### config.mk
export PLATFORM = sky130hd
export DESIGN_NAME = db_b3gen8
export DESIGN_NICKNAME = d
export VERILOG_FILES = /design/src/rtl/db_b3gen8.sv
export SDC_FILE = /design/constraint.sdc
export NUM_CORES = 1
export LEC_CHECK = 0
export ABC_AREA = 1
export CAP_MARGIN = 15
export CORE_ASPECT_RATIO = 1.2
export CORE_MARGIN = 10
export CORE_UTILIZATION = 62
export DETAILED_ROUTE_END_ITERATION = 16
export GPL_ROUTABILITY_DRIVEN = 0
export PLACE_DENSITY = 0.83
export SLEW_MARGIN = 25
export SYNTH_ARGS = -nofsm -noshare
export SYNTH_HDL_FRONTEND = slang
export SYNTH_SLANG_ARGS = --single-unit
### constraint.sdc
create_clock -name clk -period 8.1 [get_ports clk]
set_clock_uncertainty 0.05 [all_clocks]
set_input_delay 0.81 -clock clk [delete_from_list [all_inputs] [get_ports clk]]
set_output_delay 0.81 -clock clk [all_outputs]
set_load 0.02 [all_outputs]
### src/rtl/db_b3gen8.sv
// db_b3gen8: byte-wide test-pattern source feeding the B3/PRBS checker.
// It frames a VC3/VC4/VT SPE and marks J1/V5 on each frame. In CEP mode it
// inserts the B3 BIP-8 or the V5 BIP-2 computed over the previous frame.
// Otherwise it emits a pure PRBS15 payload. Single-error injection is on demand.
module db_b3gen8 #(
    parameter bit          PKMOD    = 1'b0,
    parameter logic [14:0] PRBSSEED = 15'h7FFF
) (
    input  logic        clk,
    input  logic        rst,
    input  logic        cfgcep,
    input  logic        cfgvc3,
    input  logic [12:0] cfgb3,
    input  logic        ifrst,
    input  logic        ien,
    input  logic        iinjerr,
    output logic        ovld,
    output logic [7:0]  odat,
    output logic        oj1,
    output logic        oinjdone
);

    logic [15:0] r_frmmax;
    logic [15:0] r_pos;
    logic [14:0] r_prbs;
    logic [7:0]  r_sum;
    logic [7:0]  r_prevsum;
    logic        r_pend;

    logic [15:0] w_frmmax;
    logic [15:0] w_pos_nxt;
    logic [14:0] w_prbs_nxt;
    logic [7:0]  w_sum_base;
    logic [7:0]  w_byte;
    logic [7:0]  w_out;
    logic [1:0]  w_fold;
    logic        w_j1;
    logic        w_b3sel;
    logic        w_v5sel;
    logic        w_tgt;
    logic        w_pend;
    logic        w_apply;

    // Frame length from the B3 position; unknown positions get the longest frame.
    always_comb begin
        case (cfgb3)
            13'd86:   w_frmmax = 16'd765;
            13'd88:   w_frmmax = 16'd783;
            13'd262:  w_frmmax = 16'd2349;
            13'd1045: w_frmmax = 16'd9396;
            default:  w_frmmax = 16'd37584;
        endcase
    end

    // PRBS15 advanced 8 steps; the first new bit lands in bit 7 of the byte.
    always_comb begin
        w_prbs_nxt = r_prbs;
        for (int i = 0; i < 8; i++) begin
            w_prbs_nxt = {w_prbs_nxt[13:0], w_prbs_nxt[14] ^ w_prbs_nxt[13]};
        end
    end

    // Position, byte selection, injection and running parity of the byte being sent.
    always_comb begin
        w_pos_nxt  = ((r_pos == 16'd0) || (r_pos >= r_frmmax) || ifrst) ? 16'd1 : r_pos + 16'd1;
        w_j1       = (w_pos_nxt == 16'd1);
        w_b3sel    = cfgcep & cfgvc3 & (w_pos_nxt == {3'b000, cfgb3});
        w_v5sel    = cfgcep & ~cfgvc3 & w_j1;
        // ifrst clears the running sum before the byte of the same cycle folds in
        w_sum_base = ifrst ? 8'h00 : r_sum;
        if (w_b3sel) begin
            w_byte = r_prevsum;
        end else if (w_v5sel) begin
            // the V5 byte carries the BIP-2 of the frame that just closed
            w_byte = {w_sum_base[1:0], w_prbs_nxt[5:0]};
        end else begin
            w_byte = w_prbs_nxt[7:0];
        end
        w_tgt   = cfgcep ? (w_b3sel | w_v5sel) : 1'b1;
        w_pend  = r_pend | iinjerr;
        w_apply = ien & w_tgt & w_pend;
        w_out   = w_byte;
        if (w_apply) begin
            w_out = w_byte ^ ((cfgcep & ~cfgvc3) ? 8'h40 : 8'h01);
        end
        w_fold = w_out[7:6] ^ w_out[5:4] ^ w_out[3:2] ^ w_out[1:0];
    end

    // Registered outputs and frame/PRBS/parity state, one byte per ien.
    always_ff @(posedge clk) begin
        if (!rst) begin
            r_frmmax  <= 16'd783;
            r_pos     <= 16'd0;
            r_prbs    <= PRBSSEED;
            r_sum     <= 8'h00;
            r_prevsum <= 8'h00;
            r_pend    <= 1'b0;
            ovld      <= 1'b0;
            odat      <= 8'h00;
            oj1       <= 1'b0;
            oinjdone  <= 1'b0;
        end else begin
            r_frmmax <= w_frmmax;
            r_pend   <= w_apply ? 1'b0 : w_pend;
            ovld     <= ien;
            oj1      <= ien & w_j1 & ~PKMOD;
            oinjdone <= w_apply;
            if (ien) begin
                r_pos  <= w_pos_nxt;
                r_prbs <= w_prbs_nxt;
                odat   <= w_out;
                if (cfgvc3) begin
                    if (w_j1) begin
                        r_prevsum <= w_sum_base;
                        r_sum     <= w_out;
                    end else begin
                        r_sum     <= w_sum_base ^ w_out;
                    end
                end else begin
                    r_sum <= {w_sum_base[7:2], w_j1 ? w_fold : (w_sum_base[1:0] ^ w_fold)};
                end
            end else begin
                r_pos <= ifrst ? 16'd0 : r_pos;
                r_sum <= w_sum_base;
            end
        end
    end

endmodule

* Word level (Yosys, flattened, before mapping)
Index checks and enable logic that the tools add are counted.
W data, S select, Z words.
** Storage, ports and cells
- Bits in registers :: 75
- Output and inout bits :: 11
- Input port bits :: 20
** Operators by class
- Bitwise logic cells :: 25
- Muxes and demuxes :: 14
- Reductions and logical operators :: 6
- Add/subtract/negate cells :: 1
- Magnitude comparators :: 1
- Eq/ne operators :: 6
** Operators with widths (number)
- $pmux W16 S4 :: 1
- $mux W8 :: 7
- $mux W16 :: 3
- $eq A13 B7 Y1 const B :: 2
- $add A16 B1 Y16 const B :: 1
- $eq A16 B1 Y1 const B :: 1
- $eq A16 B13 Y1 :: 1
- $ge A16 B16 Y1 :: 1
- $logic_not A16 Y1 :: 1
- $eq A13 B11 Y1 const B :: 1
- $eq A13 B9 Y1 const B :: 1
- $xor A1 B1 Y1 :: 8
- $xor A2 B2 Y2 :: 4
- $xor A8 B7 Y8 :: 1
- $xor A8 B8 Y8 :: 1
- $and A1 B1 Y1 :: 7
- $mux W7 :: 1
- $reduce_and A3 Y1 :: 1
- $logic_or A1 B1 Y1 :: 2
- $mux W2 :: 1
- $not A1 Y1 :: 2
- $or A1 B1 Y1 :: 2
- $reduce_bool A2 Y1 :: 1
- $reduce_or A2 Y1 :: 1
- $mux W1 :: 1

* Longest topological paths before layout
Gate-level depths: netlist (run 1).
- Depth after elaboration :: 18
- Gate-level depth with buffers :: 31
- Depth with buffers taken out :: 30

* Worst setup path before layout (run 1)
No wires, ideal clock.
- Kind :: input port to flip-flop
- Start point :: in ifrst
- End point :: reg r_sum[1]
- Slack :: 5107 ps
- Stages :: 21
- Required time :: 7941 ps
- Arrival time :: 2834 ps
- Path through :: buf_2 nor2_1 nand2_1 a21oi_4 buf_6 nand3_1 nand2_1 nand2_1 nor2_1 nand2_1 nor2_4 nand2_4 nand2_2 o21ai_2 or2_1 nand3b_1 nand3_1 nand2_1 nand3_1 nand2_1 inv_1
** Between the ends
- Longest elaborated chain between the ends :: 16
- Elaborated cells between the ends (all ways) :: 24
- Those cells by class :: 2 x eq/ne; 10 x mux; 11 x bitwise; 1 x reduce/logical
** RTL lines
- start: declaration :: line 14 : input logic ifrst,
- $logic_or A1 B1 Y1 :: line 65 : w_pos_nxt = ((r_pos == 16'd0) || (r_pos >= r_frmmax) || ifrst) ? 16'd1 : r_pos + 16'd1;
- $mux W16 :: line 65
- $eq A16 B13 Y1 / $eq A16 B1 Y1 (equally long branches) :: line 67, 66
- $and A1 B1 Y1, on equally long branches :: line 67, 68
- $or A1 B1 Y1 :: line 79 : w_tgt = cfgcep ? (w_b3sel | w_v5sel) : 1'b1;
- $mux W1 :: line 79
- $and A1 B1 Y1 (2 in a row) :: line 81 : w_apply = ien & w_tgt & w_pend;
- $mux W8 :: line 83 : if (w_apply) begin
- $xor A2 B2 Y2 (3 in a row) :: line 86 : w_fold = w_out[7:6] ^ w_out[5:4] ^ w_out[3:2] ^ w_out[1:0];
- $xor A2 B2 Y2 :: line 120 : r_sum <= {w_sum_base[7:2], w_j1 ? w_fold : (w_sum_base[1:0] ^ w_fold)};
- $mux W2 :: line 120
- $mux W8 :: line 112 : if (cfgvc3) begin
- $mux W8 (*) :: line 108 : if (ien) begin
- end signal: assignment :: line 115 : r_sum <= w_out;
- end signal: assignment :: line 120
- end signal: assignment :: line 124 : r_sum <= w_sum_base;
- end: declaration :: line 26 : logic [7:0] r_sum;
Every way passes the cells marked *; elsewhere a longest branch is shown, timed or not.
A chain may end at the register's enable or synchronous reset.

* Worst setup path in the final report (run 1)
- Start point :: in ifrst
- End point :: reg r_sum[0]
Same word-level chain as after synthesis.

==> results of run 1 <==
## power groups by stage
stage	Combinational, uW	Clock [uW]	Sequential, uW
after global routing	153	335	372
after detailed placement	134	0	379
after CTS	135	318	371
final	136	320	371
after global placement	130	0	378
after floorplan	86.6	0	381
## layout make-up
type | instances | area (um2)
Clock inverter | 7 | 96.3
Tap cell | 87 | 109
Timing Repair Buffer | 31 | 308
Multi-Input combinational cell | 477 | 2490
Inverter | 106 | 398
Sequential cell | 70 | 1400
Fill cell | 619 | 1930
Clock buffer | 9 | 124
## layout by cell type (no fill, tap or decap), drive strengths merged, types with 13 or more instances in the layout
| master | n |
|---|---|
| ha | 17 |
| o21ai | 29 |
| nor2 | 77 |
| nand3 | 53 |
| a21oi | 30 |
| clkdlybuf4s50 | 30 |
| dfxtp | 70 |
| inv | 104 |
| o22ai | 13 |
| nand4 | 30 |
| xor2 | 16 |
| nand2 | 178 |
## layer usage
layer  vias up  GRT usage, %
met5         -             0
met4         0          13.7
met3        59          3.62
met2       212          38.4
met1      1978          23.5
li1       2227             -
## kinds of logic (layout without fill, tap and decap cells)
logic type / count (synthesis) / in the layout / share of synthesized area, %
AO/OA/AOI/OAI: 85 / 85 / 11.5
buffers and inverters: 130 / 153 / 11.7
adder cells (fa/ha/maj): 17 / 17 / 4.83
AND/OR/NAND/NOR: 355 / 355 / 36.2
XOR/XNOR: 20 / 20 / 3.98
flip-flops: 70 / 70 / 31.8
## state kept, by name (all words and copies together), names as in the netlist
register / flops
r_frmmax: 11
r_sum: 8
oj1: 1
oinjdone: 1
ovld: 1
r_prevsum: 8
r_pend: 1
r_prbs: 15
odat: 8
r_pos: 16
## path summary, 6_finish.rpt
path | slack [ns] | end
worst max register to register | 4.25 | r_sum[0]
worst max-delay path | 4.17 | r_sum[0]
worst min register to register | 0.41 | r_prevsum[0]
worst min-delay path | 0.41 | r_prevsum[0]
## per-stage QoR
| stage | area (um2) | hold slack, ns | std cells | util (%) | setup slack, ns |
|---|---|---|---|---|---|
| finish | 4920 | 0.410 | 787 | 71.8 | 4.17 |
| global route | 4920 | 0.440 | 787 | 71.8 | 3.74 |
| CTS | 4920 | 0.411 | 787 | 71.8 | 4.24 |
| detailed placement | 4700 | 0.399 | 771 | 68.6 | 3.87 |
| global placement | 4700 | 0.391 | 771 | 68.6 | 4.00 |
| floorplan | 4400 | 0.380 | 677 | - | 5.11 |
## worst max-delay path, delay by kind of cell
kind,cells,cell delay [ns]
compound gates,2,0.75
buf+inv,1,0.55
simple gates,18,1.95
==> flow_summary.json, run 1 <==
{
  "outcome": "completed",
  "synth_top_area_cell": "dfxtp_1",
  "cellPowerDensity_nw_per_um2": 168,
  "drc_errors": 0,
  "numCtsBuffers": 9,
  "cp-start-kind": "input port",
  "synthesis.area_um2": 4400,
  "num_vias": 4476,
  "maxSlewHeadroom_pct": 39.5,
  "irDropWorstVdd_v": 0.000130,
  "leakage_uw": 0.00229,
  "area_growth_pct": 11.8,
  "tns_ns": 0,
  "drive_above_1_share_pct": 7.43,
  "setup_viol": 0,
  "reg2reg_from": "r_pos[3]",
  "routed_via_density": 5.69,
  "cap_violations": 0,
  "intPower_uw": 584,
  "numPortBuffers": 30,
  "hp-start": "r_prevsum[0]",
  "grt_pass1_vias": 4225,
  "cts_tree": "done",
  "worstSetupEndpointType": "flip-flop",
  "crit_required_ns": 8.27,
  "power_frac_seq_pct": 44.8,
  "crit_path_cell_trace": "clkdlybuf4s50_1 -> nor2_1 -> nand2_1 -> a21oi_4 -> nand3_1 -> nand2_1 -> nand2_1 -> nor2_1 -> nand2_1 -> nor2_4 -> nand2_4 -> nand2_1 -> nand2_1 -> nand2_1 -> nand2_1 -> nand3_1 -> nand2_1 -> nor2_1 -> nand2_1 -> nand3_1 -> a21oi_1",
  "yosys-top-cells-count": "nand2_1 (171), inv_1 (91), nor2_1 (72)",
  "ys_ff_latch": 70,
  "top_layer_used": "met4",
  "cp_slowest_cell": "a21oi_4",
  "overflow": 0,
  "ys_seq_area_share_pct": 31.8,
  "hold_path_class": "reg2reg",
  "grt_usage_pct": 21.7,
  "die-area_um2": 10900,
  "synth_edf_count": 0,
  "cts_root_buf": "clkbuf_8",
  "start_util_pct": 64.2,
  "cts_max_level": 3,
  "fmax_mhz": 255,
  "diodes": 0,
  "routed_wl_mm": 12.0,
  "yosysWarnings": 0,
  "drv_slew": 0,
  "synthesis.nets": 714,
  "wl_met1_mm": 4.57,
  "rows": 33,
  "reg2regPathDepth": 27,
  "grt_max_degree": 38,
  "clk_transition_reported_paths_ns": 0.08,
  "finalCritPeriodShare_pct": 48.5,
  "startpoint": "ifrst",
  "clkSinkCount": 70,
  "die_h_um": 112,
  "synth.distinct_cells": 36,
  "ys_async_sr_fraction_pct": 0,
  "finalCriticalPeriod_ns": 3.93,
  "cts_buffer_depth": 2,
  "post-cts-setup-buffers": 0,
  "rsz0062_at_grt": "false",
  "die_x_um": 96.9,
  "hold_depth": 2,
  "power.share.switching_pct": 29.4,
  "postCtsHoldBufs": 0,
  "wl_met2_mm": 5.99,
  "cpMostUsedCell": "nand2_1",
  "cp_data_arrival_time_ns": 4.09,
  "finalHoldViolations": 0,
  "cts_resized": 0,
  "ios": 31,
  "grt_pass1_wl_mm": 20.0,
  "wl_met3_um": 745,
  "coreArea_um2": 6850,
  "p_comb_share_pct": 16.5,
  "synth_most_common_cell": "nand2_1",
  "synthFlopType": "dfxtp_1",
  "antenna_left": 0,
  "final_nets": 732,
  "synthCells": 677,
  "drtIter0Drc": 286,
  "tightest_slew_ns": 0.907,
  "power.total_uw": 827,
  "syn_area_per_cell_um2": 6.50,
  "path_class": "in2reg",
  "antenna_found_initial": 0,
  "synth.area.top_cells": "dfxtp_1 (32%), nand2_1 (15%), inv_1 (7.8%)",
  "slowest_delay_ns": 0.69,
  "firstDrtPassIters": 6,
  "synth_top_cell_area_share_pct": 31.8,
  "cp_max_fo": 36,
  "hpwl_mm": 9.03,
  "power.switching_uw": 243,
  "clock_latency_ns": 0.36,
  "wl_per_cell_um": 15.2,
  "clkPwrFrac_pct": 38.7
}
(Power assumes the default switching activity.)
==> run 2: changes to the inputs <==
CORE_UTILIZATION = 54   (was 62)
PLACE_DENSITY = 0.77   (was 0.83)
clock period = 3.5 ns   (was 8.1 ns; I/O delays follow)
==> run 2 against run 1 <==
  * Final cell count up 2.8%
  * Sequential share of layout area is 1.5 points lower
  * Routed wire length rose by 6.4%
  * Non-clock buffer count grew 13
  * Clock power rose by 120%
  * First-iteration DRC count is 12% lower
  * Largest power group unchanged
  * Worst setup slack lost 4.0 ns
  * Register-to-register slack worse by 4.1 ns
  * Global-route usage shrank 1.3 points
  * Critical endpoint is now r_sum[1]
==> flow_summary.json, run 2 (synthesis gave the netlist of run 1 again) <==
{
  "wl_per_cell_um": 15.7,
  "crit_required_ns": 3.72,
  "worstSetupEndpointType": "flip-flop",
  "p_comb_share_pct": 17.8,
  "grt_pass1_vias": 4421,
  "firstDrtPassIters": 7,
  "drtIter0Drc": 253,
  "final_nets": 746,
  "finalCritPeriodShare_pct": 95.4,
  "fmax_mhz": 299,
  "hold_path_class": "reg2reg",
  "area_growth_pct": 18.4,
  "postCtsHoldBufs": 0,
  "cpMostUsedCell": "nand2_1",
  "clkPwrFrac_pct": 37.4,
  "finalCriticalPeriod_ns": 3.34,
  "die_x_um": 102,
  "hp-start": "r_prevsum[1]",
  "irDropWorstVdd_v": 0.000282,
  "cts_tree": "done",
  "setup_viol": 0,
  "cp_data_arrival_time_ns": 3.55,
  "overflow": 0,
  "grt_pass1_wl_mm": 20.2,
  "ios": 31,
  "clk_transition_reported_paths_ns": 0.08,
  "intPower_uw": 1330,
  "grt_usage_pct": 20.4,
  "final_cells": 809,
  "cp.depth": 23,
  "routed_via_density": 5.58,
  "startpoint": "r_pos[11]",
  "die_h_um": 119,
  "power_frac_seq_pct": 44.8,
  "largest_reg_flops": 16,
  "reg2regPathDepth": 23,
  "tightest_slew_ns": 0.647,
  "cp_max_fo": 5,
  "diodes": 0,
  "crit_family": "simple AND/OR/NAND/NOR gates",
  "cts_root_buf": "clkbuf_8",
  "regMostFlops": "r_pos",
  "reg_top3": "r_pos x16, r_prbs x15, r_frmmax x11",
  "reg2reg_from": "r_pos[11]",
  "antenna_left": 0,
  "coreArea_um2": 8020,
  "drive_above_1_share_pct": 12.0,
  "numPortBuffers": 30,
  "antenna_found_initial": 0,
  "routed_wl_mm": 12.7,
  "cp-start-kind": "flip-flop",
  "path_class": "reg2reg",
  "cp_slowest_cell": "dfxtp_1",
  "placedCellCount": 789,
  "cts_max_level": 3,
  "drc_errors": 0,
  "final_common_cell": "nand2_1",
  "crit_buf_inv": 3,
  "cap_violations": 0,
  "finalHoldViolations": 0,
  "clkSinkCount": 70,
  "cts_buffer_depth": 2,
  "grt_max_degree": 37,
  "clock_latency_ns": 0.36,
  "cellPowerDensity_nw_per_um2": 367,
  "maxSlewHeadroom_pct": 56.7,
  "numCtsBuffers": 9,
  "crit_path_cell_trace": "ha_1 -> inv_1 -> nor3_1 -> nor3_1 -> nand2_1 -> nand2_4 -> clkbuf_16 -> nand3_1 -> nand2_1 -> nand2_1 -> nor2_1 -> nand2_1 -> nor2_4 -> nand2_4 -> nand2_4 -> o21ai_4 -> or2_1 -> nand3b_1 -> nand3_1 -> nand2_1 -> nand3_1 -> nand2_1 -> inv_1",
  "outcome": "completed",
  "layout_common_cells": "nand2_1 (166), inv_1 (91), nor2_1 (70), dfxtp_1 (66), nand3_1 (42)",
  "hold_depth": 2,
  "power.switching_uw": 579,
  "leakage_uw": 0.00244,
  "drv_slew": 0,
  "rows": 36,
  "hpwl_mm": 9.13,
  "die-area_um2": 12200,
  "slowest_delay_ns": 0.48,
  "num_vias": 4515,
  "utilization_pct": 65.0,
  "power.share.switching_pct": 30.2,
  "whs_ns": 0.405,
  "start_util_pct": 54.9
}
## run 2: cell types whose count changed in the layout (fill, tap and decap cells not counted), moves of 4 or more
| cell | delta |
|---|---|
| nand3_2 | +6 |
| dfxtp_1 | -4 |
| nand3_1 | -6 |
| buf_4 | +8 |
| nand2_1 | -5 |
| nand2_4 | +5 |
## run 2: worst register-to-register path, stage by stage (launching register included)
cell	delay, ns
dfxtp_1	0.48
ha_1	0.31
inv_1	0.09
nor3_1	0.05
nor3_1	0.14
nand2_1	0.12
nand2_4	0.14
clkbuf_16	0.17
nand3_1	0.08
nand2_1	0.08
nand2_1	0.08
nor2_1	0.10
nand2_1	0.10
nor2_4	0.23
nand2_4	0.14
nand2_4	0.09
o21ai_4	0.07
or2_1	0.25
nand3b_1	0.13
nand3_1	0.10
nand2_1	0.07
nand3_1	0.06
nand2_1	0.07
inv_1	0.04
## run 2: final timing paths
kind,endpoint,slack [ns]
setup / recovery,r_sum[1],0.16
hold / removal,r_prevsum[1],0.40
setup reg to reg,r_sum[1],0.16
hold reg to reg,r_prevsum[1],0.40
## run 2: per-stage QoR
step / total power [uW] / area (um2) / setup WS, ns / setup TNS (ns)
2_1_floorplan: 1080 / 4400 / 0.601 / 0
4_1_cts: 1900 / 5030 / 0.159 / 0
6_report: 1910 / 5220 / 0.161 / 0
3_5_place_dp: 1190 / 4810 / 0.195 / 0
3_3_place_gp: 1180 / 4810 / 0.305 / 0
5_1_grt: 2000 / 5220 / -0.0934 / -0.172
## run 2: cell type report
class / count / area, um2
clock inverters: 5 / 63.8
flip-flops and latches: 70 / 1410
inverters: 106 / 398
clock buffers: 11 / 151
multi-input cells: 478 / 2610
repair buffers: 44 / 469
well taps: 95 / 119
fillers: 712 / 2800
## run 2: timing repair
item,4_1_cts,5_1_grt
setup buffers,0,0
setup endpoints to repair,0,8
gates resized for setup,0,29
## run 2: routing by layer
metal / vias to the layer above / GRT usage [%] / wire [um]
li1: 2237 / - / -
met1: 2040 / 21.6 / 4850
met2: 185 / 36.5 / 6470
met3: 53 / 4.05 / 816
met4: 0 / 10.8 / 587
met5: - / 0 / 0
## run 2: power by group through the flow
| stage | Clock [uW] | Sequential (uW) | Combinational [uW] |
|---|---|---|---|
| detailed placement | 0 | 875 | 317 |
| global placement | 0 | 874 | 310 |
| floorplan | 0 | 883 | 200 |
| finish | 715 | 858 | 341 |
| CTS | 722 | 857 | 319 |
| global route | 755 | 862 | 379 |
==> run 3: changes to the inputs <==
CORE_UTILIZATION = 62   (was 54)
GPL_TIMING_DRIVEN = 1   (was not set)
MAX_ROUTING_LAYER = met4   (was not set)
PLACE_DENSITY = 0.83   (was 0.77)
clock period = 4.04 ns   (was 3.5 ns; I/O delays follow)
==> run 3 against run 2 <==
  * Die area shrank 11%
  * Utilization up 7.5 points
  * Hold slack is essentially flat
  * Global-route usage grew 2.3 points
  * Worst setup slack improved by 0.40 ns
  * Combinational power decreased by 19%
  * Critical endpoint unchanged
  * Largest cell class unchanged
==> flow_summary.json, run 3 (synthesis gave the netlist of run 1 again) <==
{
  "grt_pass1_vias": 4409,
  "fin_area_um2": 4970,
  "hpwl_mm": 9.23,
  "coreArea_um2": 6850,
  "maxSlewHeadroom_pct": 34.1,
  "routed_wl_mm": 12.2,
  "final_common_cell": "nand2_1",
  "cts_max_level": 3,
  "die_h_um": 112,
  "grt_usage_pct": 22.6,
  "clock_latency_ns": 0.36,
  "finalCritPeriodShare_pct": 86.0,
  "clkSinkCount": 70,
  "leakage_uw": 0.00233,
  "fmax_mhz": 288,
  "crit_required_ns": 4.26,
  "setup_viol": 0,
  "cts_buffer_depth": 2,
  "drive_above_1_share_pct": 8.09,
  "overflow": 0,
  "antenna_found_initial": 0,
  "irDropWorstVdd_v": 0.000272,
  "rows": 33,
  "antenna_left": 0,
  "routed_via_density": 5.73,
  "numPortBuffers": 30,
  "worstSetupEndpointType": "flip-flop",
  "die-area_um2": 10900,
  "finalCriticalPeriod_ns": 3.47,
  "drv_slew": 0,
  "regMostFlops": "r_pos",
  "cap_violations": 0,
  "whs_ns": 0.405,
  "drc_errors": 0,
  "post-cts-setup-buffers": 0,
  "tns_ns": 0,
  "path_class": "reg2reg",
  "clk_transition_reported_paths_ns": 0.08,
  "num_vias": 4540,
  "cellPowerDensity_nw_per_um2": 337,
  "cp-start-kind": "flip-flop",
  "drtIter0Drc": 220,
  "final_nets": 737,
  "wl_per_cell_um": 15.4,
  "numCtsBuffers": 9,
  "start_util_pct": 64.2,
  "die_x_um": 96.9,
  "tightest_slew_ns": 0.987,
  "diodes": 0,
  "cp_max_fo": 15,
  "area_growth_pct": 12.9,
  "postPlaceCellArea_um2": 4740,
  "firstDrtPassIters": 6,
  "cp_data_arrival_time_ns": 3.69,
  "layout_common_cells": "nand2_1 (171), inv_1 (91), nor2_1 (72), dfxtp_1 (70), nand3_1 (48)",
  "grt_max_degree": 37,
  "outcome": "completed",
  "rsz0062_at_grt": "false",
  "cts_root_buf": "clkbuf_8",
  "grt_pass1_wl_mm": 20.3,
  "ios": 31,
  "cts_tree": "done",
  "reg_top3": "r_pos x16, r_prbs x15, r_frmmax x11",
  "largest_reg_flops": 16,
  "finalHoldViolations": 0,
  "hold_path_class": "reg2reg"
}
-- run 3: per-stage QoR --
stage	power, uW	std cells	setup slack, ns	utilization [%]
after floorplan	938	677	1.14	-
after global placement	1020	776	0.367	69.1
after detailed placement	1030	776	0.288	69.1
after CTS	1680	792	0.401	72.5
after global routing	1750	792	0.154	72.5
final	1680	792	0.565	72.5
-- run 3: per-layer routing --
| layer | track usage, % | routed length [um] |
|---|---|---|
| met1 | 23.2 | 4640 |
| met2 | 38.9 | 6160 |
| met3 | 4.11 | 694 |
| met4 | 15.1 | 734 |
| met5 | - | 0 |
-- run 3: power by group --
part	internal [uW]	switching, uW	total (uW)
sequential	724	19.8	744
clock	355	300	655
combinational	99.7	177	276
total	1180	497	1680
-- run 3: final timing paths --
path / endpoint / cells after the start / slack [ns] / start
worst max-delay path: r_sum[1] / 20 / 0.57 / r_pos[0]
worst min register to register: r_prevsum[0] / 2 / 0.40 / r_prevsum[0]
worst max register to register: r_sum[1] / 20 / 0.57 / r_pos[0]
worst min-delay path: r_prevsum[0] / 2 / 0.40 / r_prevsum[0]
-- run 3: final cells by class --
cell class                      instances  area (um2)
Multi-Input combinational cell        477        2490
Fill cell                             593        1880
Sequential cell                        70        1400
Inverter                              106         398
Timing Repair Buffer                   36         345
Clock buffer                            9         124
Tap cell                               87         109
Clock inverter                          7         103
-- run 3: worst max-delay path, cell delays in order, from the launching register on --
cell and delay, ns:
dfxtp_1 0.43, inv_2 0.09, ha_1 0.27, nand3_1 0.11, nor2_1 0.08, a21oi_4 0.34
buf_4 0.28, nand3_1 0.11, nand2_1 0.14, nand2_1 0.06, nor2_1 0.10, nand2_1 0.11
nor2_4 0.15, nand2_2 0.11, o21ai_1 0.43, nand3b_1 0.20, nand3_1 0.09, nand2_1 0.07
nand3_1 0.06, nand2_1 0.07, inv_1 0.04
-- run 3: repair_timing --
| item | CTS | global route |
|---|---|---|
| setup endpoints to repair | 0 | 1 |
| gates resized for setup | 0 | 1 |
| hold buffers | 0 | 0 |
